## config.mk

```make
export PLATFORM = sky130hd
export DESIGN_NAME = control_riesgos
export DESIGN_NICKNAME = d
export VERILOG_FILES = /design/src/rtl/pipeline_pkg.sv /design/src/rtl/contador_sat.sv /design/src/rtl/control_riesgos.sv
export SDC_FILE = /design/constraint.sdc
export NUM_CORES = 1
export LEC_CHECK = 0
export CAP_MARGIN = 20
export CORE_ASPECT_RATIO = 1.2
export CORE_MARGIN = 4
export CORE_UTILIZATION = 35
export CTS_CLUSTER_SIZE = 8
export DETAILED_ROUTE_END_ITERATION = 7
export PLACE_DENSITY_LB_ADDON = 0.05
export REMOVE_ABC_BUFFERS = 1
export SLEW_MARGIN = 10
export SYNTH_ARGS = -nofsm -noshare
export SYNTH_HDL_FRONTEND = slang
export SYNTH_SLANG_ARGS = --single-unit
export TNS_END_PERCENT = 100
```

## constraint.sdc

```tcl
create_clock -name reloj -period 1.8 [get_ports reloj]
set_input_delay 0.36 -clock reloj [delete_from_list [all_inputs] [get_ports reloj]]
set_output_delay 0.36 -clock reloj [all_outputs]
set_load 0.05 [all_outputs]
```

## src/rtl/pipeline_pkg.sv

```systemverilog
// Shared definitions for the 5-stage MIPS pipeline: controller states,
// the register-zero constant and the opcodes used to decide whether ID reads rt.
package pipeline_pkg;

  typedef enum logic [1:0] {
    ARRANQUE = 2'd0,
    CORRE    = 2'd1,
    ESPERA   = 2'd2
  } estado_t;

  localparam logic [4:0] REG_CERO = 5'd0;

  localparam logic [5:0] OP_RTYPE = 6'h00;
  localparam logic [5:0] OP_BEQ   = 6'h04;
  localparam logic [5:0] OP_LW    = 6'h23;
  localparam logic [5:0] OP_SW    = 6'h2B;

  // Instructions that read rt as a source operand (loads write rt instead).
  function automatic logic usa_rt(input logic [5:0] opcode);
    return (opcode == OP_RTYPE) || (opcode == OP_BEQ) || (opcode == OP_SW);
  endfunction

endpackage

```

## src/rtl/contador_sat.sv

```systemverilog
// Saturating up-counter: holds at all-ones instead of wrapping.
module contador_sat #(
  parameter int ANCHO = 16
) (
  input  logic             reloj,
  input  logic             reset,
  input  logic             inc,
  output logic [ANCHO-1:0] cuenta
);

  logic [ANCHO-1:0] cuenta_q, cuenta_d;

  always_comb begin
    cuenta_d = cuenta_q;
    if (inc && (cuenta_q != '1)) cuenta_d = cuenta_q + 1'b1;
  end

  always_ff @(posedge reloj or posedge reset) begin
    if (reset) cuenta_q <= '0;
    else       cuenta_q <= cuenta_d;
  end

  assign cuenta = cuenta_q;

endmodule

```

## src/rtl/control_riesgos.sv

```systemverilog
// Pipeline hazard controller: load-use stalls, branch/jump flushes, imem wait
// states and a start-up flush window, with stall/flush performance counters.
module control_riesgos
  import pipeline_pkg::*;
#(
  parameter int CICLOS_ARRANQUE = 2,
  parameter int ANCHO_CNT       = 16
) (
  input  logic                 reloj,
  input  logic                 reset,
  input  logic [4:0]           id_rs,
  input  logic [4:0]           id_rt,
  input  logic                 id_usa_rt,
  input  logic                 ex_mem_read,
  input  logic [4:0]           ex_rt,
  input  logic                 salto_tomado,
  input  logic                 imem_listo,
  output logic                 pc_we,
  output logic                 ifid_we,
  output logic                 ifid_limpiar,
  output logic                 idex_burbuja,
  output logic [1:0]           estado,
  output logic [ANCHO_CNT-1:0] cnt_paradas,
  output logic [ANCHO_CNT-1:0] cnt_vaciados
);

  localparam logic [3:0] ARR_INI = 4'(CICLOS_ARRANQUE);

  estado_t    estado_q, estado_d;
  logic [3:0] arr_q, arr_d;
  logic       riesgo, corriendo;

  assign riesgo = ex_mem_read && (ex_rt != REG_CERO) &&
                  ((ex_rt == id_rs) || (id_usa_rt && (ex_rt == id_rt)));

  always_ff @(posedge reloj or posedge reset) begin
    if (reset) begin
      estado_q <= ARRANQUE;
      arr_q    <= ARR_INI;
    end else begin
      estado_q <= estado_d;
      arr_q    <= arr_d;
    end
  end

  always_comb begin
    estado_d     = estado_q;
    arr_d        = ARR_INI;
    pc_we        = 1'b0;
    ifid_we      = 1'b0;
    ifid_limpiar = 1'b1;
    idex_burbuja = 1'b1;
    corriendo    = 1'b0;
    case (estado_q)
      ARRANQUE: begin
        arr_d = arr_q - 4'd1;
        if (arr_q <= 4'd1) estado_d = CORRE;
      end
      CORRE, ESPERA: begin
        corriendo    = 1'b1;
        ifid_limpiar = 1'b0;
        // Flush beats everything: whatever ID holds or waits for is wrong-path.
        if (salto_tomado) begin
          pc_we        = 1'b1;
          ifid_limpiar = 1'b1;
          estado_d     = CORRE;
        end else if (riesgo) begin
          estado_d = estado_q;
        end else if (!imem_listo) begin
          estado_d = ESPERA;
        end else begin
          pc_we        = 1'b1;
          ifid_we      = 1'b1;
          idex_burbuja = 1'b0;
          estado_d     = CORRE;
        end
      end
      default: estado_d = ARRANQUE;
    endcase
  end

  assign estado = estado_q;

  contador_sat #(.ANCHO(ANCHO_CNT)) u_cnt_paradas (
    .reloj  (reloj),
    .reset  (reset),
    .inc    (corriendo && !pc_we),
    .cuenta (cnt_paradas)
  );

  contador_sat #(.ANCHO(ANCHO_CNT)) u_cnt_vaciados (
    .reloj  (reloj),
    .reset  (reset),
    .inc    (corriendo && salto_tomado),
    .cuenta (cnt_vaciados)
  );

endmodule

```

# Yosys cells after proc, flatten, opt, wreduce, memory -nomap -nowiden
# Index checks and enable logic that the tools add are counted.
dict set report totals {
  word_cells 48
  inputBits 21
  regBits 38
}
dict set report op_classes {
  n_reduce_logical 13
  addsub 3
  muxes 19
  n_lt_le_gt_ge 1
  n_eq_ne 8
}
# operator count
set ops {}
lappend ops {{$add A16 B1 Y16 const B} 2}
lappend ops {{$ne A16 B16 Y1 const B} 2}
lappend ops {{$mux W1} 13}
lappend ops {{$eq A5 B5 Y1} 2}
lappend ops {{$mux W2} 4}
lappend ops {{$logic_and A1 B1 Y1} 7}
lappend ops {{$reduce_bool A5 Y1} 1}
lappend ops {{$le A4 B1 Y1 const B} 1}
lappend ops {{$mux W4} 1}
lappend ops {{$pmux W2 S2} 1}
lappend ops {{$sub A4 B1 Y4 const B} 1}
lappend ops {{$ne A3 B3 Y1 const B} 1}
lappend ops {{$eq A2 B1 Y1 const B} 1}
lappend ops {{$eq A2 B2 Y1 const B} 1}
lappend ops {{$logic_not A2 Y1} 1}
lappend ops {{$ne A2 B2 Y1 const B} 1}
lappend ops {{$reduce_and A2 Y1} 1}
lappend ops {{$reduce_or A2 Y1} 1}
lappend ops {{$logic_not A1 Y1} 1}
lappend ops {{$logic_or A1 B1 Y1} 1}

# Logic depth before layout (Yosys ltp)
# Gate-level depths: netlist (run 1).
dict set report logic_depth {
  ltp_word 10
  mapped_depth 9
}

# By module
# From an unflattened synthesis (run 1), not the netlist that was laid out.
dict set report hier_totals {
  cells_unflattened 197
  area_unflattened_um2 2110.8
}
# mod cells_per_inst n_inst seq_area_each_um2 area_each_um2
set by_module_without_submodules {}
lappend by_module_without_submodules {contador_sat 71 2 400.4 805.8}
lappend by_module_without_submodules {control_riesgos 55 1 151.4 499.2}

# Least setup slack after synthesis (run 1)
# No wires, ideal clock.
dict set report synth_path {
  kind {register to output}
  startpoint {register estado_q[0], in the netlist estado[0]}
  endpoint {output port idex_burbuja}
  path_buffers 0
  slack_ps -624
  path_stages_with_launch 6
  arrival_ps 2064
  path_cell_list {dfrtp_1 > inv_1 > ha_1 > and2b_1 > and3_1 > inv_1}
}
dict set report synth_via {
  elab_chain_len 3
  word_cells_on_any_way 4
}
# element line_no
set synth_rtl {}
lappend synth_rtl {{start: declaration} control_riesgos.sv:29} ;# estado_t estado_q, estado_d;
lappend synth_rtl {{start signal: assignment} control_riesgos.sv:41} ;# estado_q <= estado_d;
lappend synth_rtl {{$eq A2 B1 Y1 or $eq A2 B2 Y1 (tied branches)} control_riesgos.sv:54} ;# case (estado_q)
lappend synth_rtl {{$reduce_or A2 Y1 (*)} control_riesgos.sv:54}
lappend synth_rtl {{$mux W1 (*)} control_riesgos.sv:54}
lappend synth_rtl {{end: declaration} control_riesgos.sv:21} ;# output logic idex_burbuja,
# Mark *: on every way between the ends. The rest lies on a longest branch, timed or not.

# Final worst setup path (run 1)
dict set report layout_path {
  startpoint {input port id_rt[1]}
  endpoint {output port ifid_we}
}
dict set report layout_via {
  elab_chain_len 7
}
# element line_no
set layout_rtl {}
lappend layout_rtl {{start: declaration} control_riesgos.sv:12} ;# input logic [4:0] id_rt,
lappend layout_rtl {{$eq A5 B5 Y1} control_riesgos.sv:34} ;# ((ex_rt == id_rs) || (id_usa_rt && (ex_rt == id_rt)));
lappend layout_rtl {{$logic_and A1 B1 Y1} control_riesgos.sv:34}
lappend layout_rtl {{$logic_or A1 B1 Y1} control_riesgos.sv:34}
lappend layout_rtl {{$logic_and A1 B1 Y1} control_riesgos.sv:33} ;# assign riesgo = ex_mem_read && (ex_rt != REG_CERO) &&
lappend layout_rtl {{$mux W1} control_riesgos.sv:67} ;# end else if (riesgo) begin
lappend layout_rtl {{$mux W1} control_riesgos.sv:63} ;# if (salto_tomado) begin
lappend layout_rtl {{$mux W1} control_riesgos.sv:54}
lappend layout_rtl {{end: declaration} control_riesgos.sv:19} ;# output logic ifid_we,
# No other way between the ends.

==> results of run 1 <==
==> metal layers <==
layer	share of wire, %	wire (µm)	vias up
met4	0.56	31	0
met3	4.5	252	2
met1	40	2240	948
met2	55	3020	41
li1	-	-	952
met5	0	0	-
==> power by group <==
part           internal [W]  switching, W  leakage [nW]
Combinational       0.00103       0.00125          1.24
Clock              0.000309      0.000295        0.0482
Sequential          0.00103      0.000148         0.501
==> worst max-delay path, stage by stage <==
cell and delay, ns:
buf_6 0.09, xor2_1 0.14, nor4_1 0.28, and3_1 0.25, buf_6 0.12, o21ai_4 0.05
and3_4 0.19, buf_6 0.11, buf_12 0.13
==> worst paths after layout <==
path	startpoint	endpoint	cells past startpoint
max	id_rt[1]	ifid_we	9
min	reset	u_cnt_paradas.cuenta[8]	2
max reg2reg	estado[0]	u_cnt_paradas.cuenta[1]	10
min reg2reg	arr_q[0]	arr_q[0]	1
max in group asynchronous	reset	arr_q[2]	3
min in group reloj	arr_q[0]	arr_q[0]	1
==> layout by cell type, fill, tap and decap left out, types with 7 or more instances in the layout <==
master,instances
buf_6,20
xnor2_1,14
nand3_1,14
buf_4,86
dfrtp_1,37
nor2_1,9
nor4_4,7
nand2_1,10
inv_1,8
xor2_1,25
==> cell type report <==
type	instances	share of cell area [%]
tap	80	2.75
timing repair buffer	125	30.2
clock inverter	1	0.138
multi-input combinational	148	37.2
clock buffer	7	2.37
sequential	38	26.2
inverter	11	1.20
==> metrics by stage <==
| stage | util [%] | cell area, µm² | cells |
|---|---|---|---|
| after floorplan | - | 2070 | 197 |
| after global placement | 52.8 | 3030 | 379 |
| after detailed placement | 52.8 | 3030 | 379 |
| after CTS | 61.2 | 3510 | 404 |
| after global routing | 63.3 | 3640 | 410 |
| final | 63.3 | 3640 | 410 |
==> repair_timing <==
| item | in CTS | in global routing |
|---|---|---|
| gates resized for setup | 101 | 22 |
| pin swaps | 45 | 21 |
| endpoints found under the setup margin | 31 | 33 |
| setup buffers | 18 | 6 |
==> sequential cells by signal, summed over array words and instances (netlist names) <==
signal	count
arr_q	4
estado	2
u_cnt_paradas.cuenta	16
u_cnt_vaciados.cuenta	16
==> kinds of logic (layout without fill, tap and decap cells) <==
logic type	Yosys count	in the layout	synth area share (%)
AND/OR/NAND/NOR	82	82	23.8
XOR/XNOR	41	41	17.2
flip-flops	38	38	45.6
AO/OA/AOI/OAI	17	17	5.69
buffers and inverters	14	144	3.05
adder cells (fa/ha/maj)	6	6	3.59
multiplexers	2	2	1.08
==> impl_metrics.env, run 1 <==
export IMPL_crit_arrival_ns=1.74
export IMPL_yosysTopAreaCell="dfrtp_1"
export IMPL_die_area_um2=7280
export IMPL_min_path_type="input port to asynchronous set/reset pin"
export IMPL_worstSkewPairLatency_ns=0.28
export IMPL_multi_input_area_um2=1350
export IMPL_synth_top_cell_area_share_pct=44.3
export IMPL_gp_congestion=0.754
export IMPL_synth_area_um2=2090
export IMPL_grt_pass1_wl_um=9360
export IMPL_chipHeight_um=92.6
export IMPL_drt_iter0_markers=25
export IMPL_grt_use_met1_pct=18.5
export IMPL_regArea_um2=952
export IMPL_leakagePower_nw=1.79
export IMPL_ys_flop_type="dfrtp_1"
export IMPL_hold_viol_final=0
export IMPL_synth_seq_cells=38
export IMPL_ios=59
export IMPL_root_buffer="clkbuf_8"
export IMPL_ys_seq_area_share_pct=45.6
export IMPL_grtUsageTotal_pct=16.0
export IMPL_cp_end_kind="output port"
export IMPL_synth_edf_count=0
export IMPL_grt_util_met2_pct=29.7
export IMPL_grt_busiest_layer="met2"
export IMPL_status="finished, violations left"
export IMPL_remaining_drc_errors=0
export IMPL_worst_slew_pin_slew_ns=0.447
export IMPL_overflow=0
export IMPL_vias_per_cell=4.74
export IMPL_tns_ns=-1.89
export IMPL_power_density_nw_per_um2=1120
export IMPL_finalMaxSlewViolations=0
export IMPL_rrSetupSlack_ns=-0.13
export IMPL_rows=30
export IMPL_start_util_pct=36.4
export IMPL_finalSetupViolCount=18
export IMPL_nNetsFinal=356
export IMPL_syn_inst=200
export IMPL_tritoncts="done"
export IMPL_yosys_warnings=0
export IMPL_die_w_um=78.5
export IMPL_whs_ns=0.376
export IMPL_design_power_total_w=0.00407
export IMPL_fin_skew_ns=0.00588
export IMPL_vias=1943
export IMPL_crit_path_max_fanout=3
export IMPL_final_min_clock_period_ns=2.10
export IMPL_clkTransAtPathRegs_ns=0.08
export IMPL_post_dp_hpwl_um=4030
export IMPL_core_um2=5740
export IMPL_yosysMostFrequentCell="dfrtp_1"
export IMPL_postCtsHoldBufs=0
export IMPL_place_ws_ns=-0.839
export IMPL_drive_gt1_share_pct=51.2
export IMPL_htree_levels=2
export IMPL_timing_slew_headroom_pct=70.2
export IMPL_fin_crit_sh_pct=117
export IMPL_n_antenna_cell=0
export IMPL_area_delta_synth_final_pct=74.1
export IMPL_clk_path_buf_depth=2
export IMPL_antenna_found_initial=0
export IMPL_synthArstFlopShare_pct=100
export IMPL_crit_type="input port to output port"
export IMPL_detail_route_antenna_nets=0
export IMPL_grt_pass1_vias=2058
export IMPL_grt_max_degree=17
export IMPL_ir_drop_mv=0.851
export IMPL_clkSinkCount=38
export IMPL_cap_violations=0
export IMPL_worst_slack_ns=-0.298
export IMPL_max_freq_mhz=477
export IMPL_failed_checks="negative setup slack"
export IMPL_rsz0062_at_grt="true"
export IMPL_firstDrtPassIters=4
export IMPL_use_met3_pct=3.50
export IMPL_synth_cell_types=41
export IMPL_wl_per_cell_um=13.5
export IMPL_portBuffers=58
export IMPL_required_ns=1.44
export IMPL_synth_area_leaders="dfrtp_1 (44%), xor2_1 (11%), xnor2_1 (5.9%)"
export IMPL_synth_area_per_cell_um2=10.4
export IMPL_fillers=498
export IMPL_synth_commonest_cells="dfrtp_1 (37), xor2_1 (27), nand3_1 (15)"
export IMPL_startpoint_type="input port"
export IMPL_numCtsBuffers=5
export IMPL_totalWireLength_um=5540
(Power assumes the default switching activity.)
==> run 2, diff against run 1 <==
CELL_PAD_IN_SITES_DETAIL_PLACEMENT = 0   (was not set)
CELL_PAD_IN_SITES_GLOBAL_PLACEMENT = 1   (was not set)
CORE_UTILIZATION = 33   (was 35)
SLEW_MARGIN = 20   (was 10)
==> run 2 against run 1 <==
Compared with the run above: the flow still finishes with violations (negative setup slack); clock power is 19% higher; flip-flop and latch count unchanged; utilization decreased by 3.5 points; register-to-register slack barely moved; first-iteration DRC count is 52% higher; worst hold slack better by 0.039 ns; largest cell class unchanged.
==> impl_metrics.env, run 2 (synthesis results as in run 1) <==
export IMPL_grt_pass1_wl_um=9360
export IMPL_fin_crit_sh_pct=112
export IMPL_multi_input_area_um2=1410
export IMPL_grt_max_degree=39
export IMPL_clkTransAtPathRegs_ns=0.07
export IMPL_swShare_pct=40.8
export IMPL_worst_slew_pin_slew_ns=0.413
export IMPL_internal_power_w=0.00243
export IMPL_status="finished, violations left"
export IMPL_vias_per_cell=4.62
export IMPL_max_freq_mhz=494
export IMPL_remaining_drc_errors=0
export IMPL_root_buffer="clkbuf_8"
export IMPL_core_um2=6090
export IMPL_hold_viol_final=0
export IMPL_power_density_nw_per_um2=1130
export IMPL_detail_route_antenna_nets=0
export IMPL_clkSinkCount=38
export IMPL_wl_per_cell_um=13.8
export IMPL_timing_slew_headroom_pct=72.2
export IMPL_crit_type="input port to output port"
export IMPL_final_common_cell="buf_4"
export IMPL_fin_skew_ns=0.00627
export IMPL_die_w_um=80.6
export IMPL_ios=59
export IMPL_die_area_um2=7670
export IMPL_htree_levels=2
export IMPL_firstDrtPassIters=4
export IMPL_start_util_pct=34.3
export IMPL_rows=31
export IMPL_min_path_type="input port to asynchronous set/reset pin"
export IMPL_final_min_clock_period_ns=2.02
export IMPL_antenna_found_initial=0
export IMPL_required_ns=1.44
export IMPL_totalWireLength_um=5590
export IMPL_critical_path_slowest_cell="nor4_1"
export IMPL_chipHeight_um=95.2
export IMPL_finalMaxSlewViolations=0
export IMPL_overflow=0
export IMPL_fillers=542
export IMPL_combinationalPowerShare_pct=54.0
export IMPL_power_switching_w=0.00168
export IMPL_post_dp_hpwl_um=4010
export IMPL_drt_iter0_markers=38
export IMPL_place_ws_ns=-0.808
export IMPL_finalSetupViolCount=16
export IMPL_worstPathCellList="clkbuf_2, xor2_1, nor4_1, and3_2, o21ai_4, and3_4, buf_6, buf_12"
export IMPL_failed_checks="negative setup slack"
export IMPL_gp_congestion=0.765
export IMPL_worstSkewPairLatency_ns=0.29
export IMPL_rsz0062_at_grt="true"
export IMPL_slowest_delay_ns=0.27
export IMPL_numCtsBuffers=5
export IMPL_leakagePower_nw=1.79
export IMPL_grt_pass1_vias=2005
export IMPL_crit_family="simple AND/OR/NAND/NOR gates"
export IMPL_regArea_um2=952
export IMPL_layout_common_cells="buf_4 (81), dfrtp_1 (37), xor2_1 (25)"
export IMPL_startpoint_type="input port"
export IMPL_tns_ns=-1.42
export IMPL_clk_path_buf_depth=2
export IMPL_area_delta_synth_final_pct=74.4
export IMPL_portBuffers=58
export IMPL_seqPwrFrac_pct=28.6
export IMPL_tritoncts="done"
export IMPL_worst_slack_ns=-0.224
export IMPL_cp_end_kind="output port"
export IMPL_crit_path_max_fanout=4
export IMPL_nNetsFinal=349
export IMPL_vias=1872
export IMPL_cap_violations=0
export IMPL_n_antenna_cell=0
export IMPL_drive_gt1_share_pct=52.9
export IMPL_clock_power_share_pct=17.5
export IMPL_crit_arrival_ns=1.66
export IMPL_grtUsageTotal_pct=15.4
export IMPL_ir_drop_mv=0.871
export IMPL_path_buf_inv=3
run 2: cell types whose count changed in the layout (fill, tap and decap cells not counted), sizes merged:
cell           previous run  this run
buf                     114       103
bufinv                    0         1
clkbuf                    7        11
clkdlybuf4s15             0         3
clkinv                    1         0
dlygate4sd2               6         3
run 2: repair_timing:
| item | CTS | global route |
|---|---|---|
| resized for setup | 73 | 47 |
| pin swaps | 42 | 28 |
| endpoints found under the setup margin | 29 | 33 |
| buffers inserted | 14 | 2 |
| hold buffers | 0 | 0 |
run 2: stage by stage:
| step | util [%] | cells | total power, W | hold slack, ns | area, µm² |
|---|---|---|---|---|---|
| finish | 59.9 | 405 | 0.00411 | 0.415 | 3640 |
| global route | 59.9 | 405 | 0.00436 | 0.443 | 3640 |
| CTS | 57.3 | 403 | 0.00407 | 0.417 | 3490 |
| detailed placement | 50.1 | 381 | 0.00310 | 0.483 | 3050 |
| global placement | 50.1 | 381 | 0.00309 | 0.482 | 3050 |
| floorplan | - | 197 | 0.00230 | 0.452 | 2070 |
run 2: per-layer routing:
metal  global-route usage, %  part of all wire (%)
met1                    18.2                    41
met2                    27.9                    55
met3                    3.12                   3.8
met4                    4.65                  0.77
met5                       0                     0
run 2: power groups by stage:
| stage | clock (W) | sequential, W | combinational [W] |
|---|---|---|---|
| 4_1_cts | 0.000741 | 0.00117 | 0.00216 |
| 2_1_floorplan | 0 | 0.00165 | 0.000650 |
| 3_3_place_gp | 0 | 0.00119 | 0.00190 |
| 3_5_place_dp | 0 | 0.00119 | 0.00192 |
| 5_1_grt | 0.000772 | 0.00120 | 0.00239 |
| 6_report | 0.000718 | 0.00117 | 0.00222 |
run 2: area by class of cell:
type / count / share of cell area, %
clock inverter: 1 / 0.824
inverter: 11 / 1.20
multi-input combinational: 148 / 38.6
tap: 82 / 2.81
sequential: 38 / 26.1
clock buffer: 7 / 2.09
timing repair buffer: 118 / 28.4
run 2: worst paths after layout:
| check | startpoint | end | slack (ns) | depth (start not counted) |
|---|---|---|---|---|
| max | id_rt[2] | ifid_we | -0.22 | 8 |
| min | reset | estado[0] | 0.41 | 3 |
| max reg2reg | estado[0] | u_cnt_paradas.cuenta[9] | -0.12 | 10 |
| min reg2reg | arr_q[0] | arr_q[0] | 0.49 | 1 |
| max in group asynchronous | reset | arr_q[1] | 1.13 | 3 |
| min in group reloj | arr_q[0] | arr_q[0] | 0.49 | 1 |
run 2: worst reg2reg max path: stages (launching register included):
cell	delay (ns)
dfrtp_1	0.35
inv_1	0.06
ha_4	0.26
and2b_1	0.16
buf_4	0.12
o21ai_1	0.06
a21oi_2	0.12
o21ai_2	0.11
buf_12	0.17
nor4_4	0.27
xor2_1	0.16
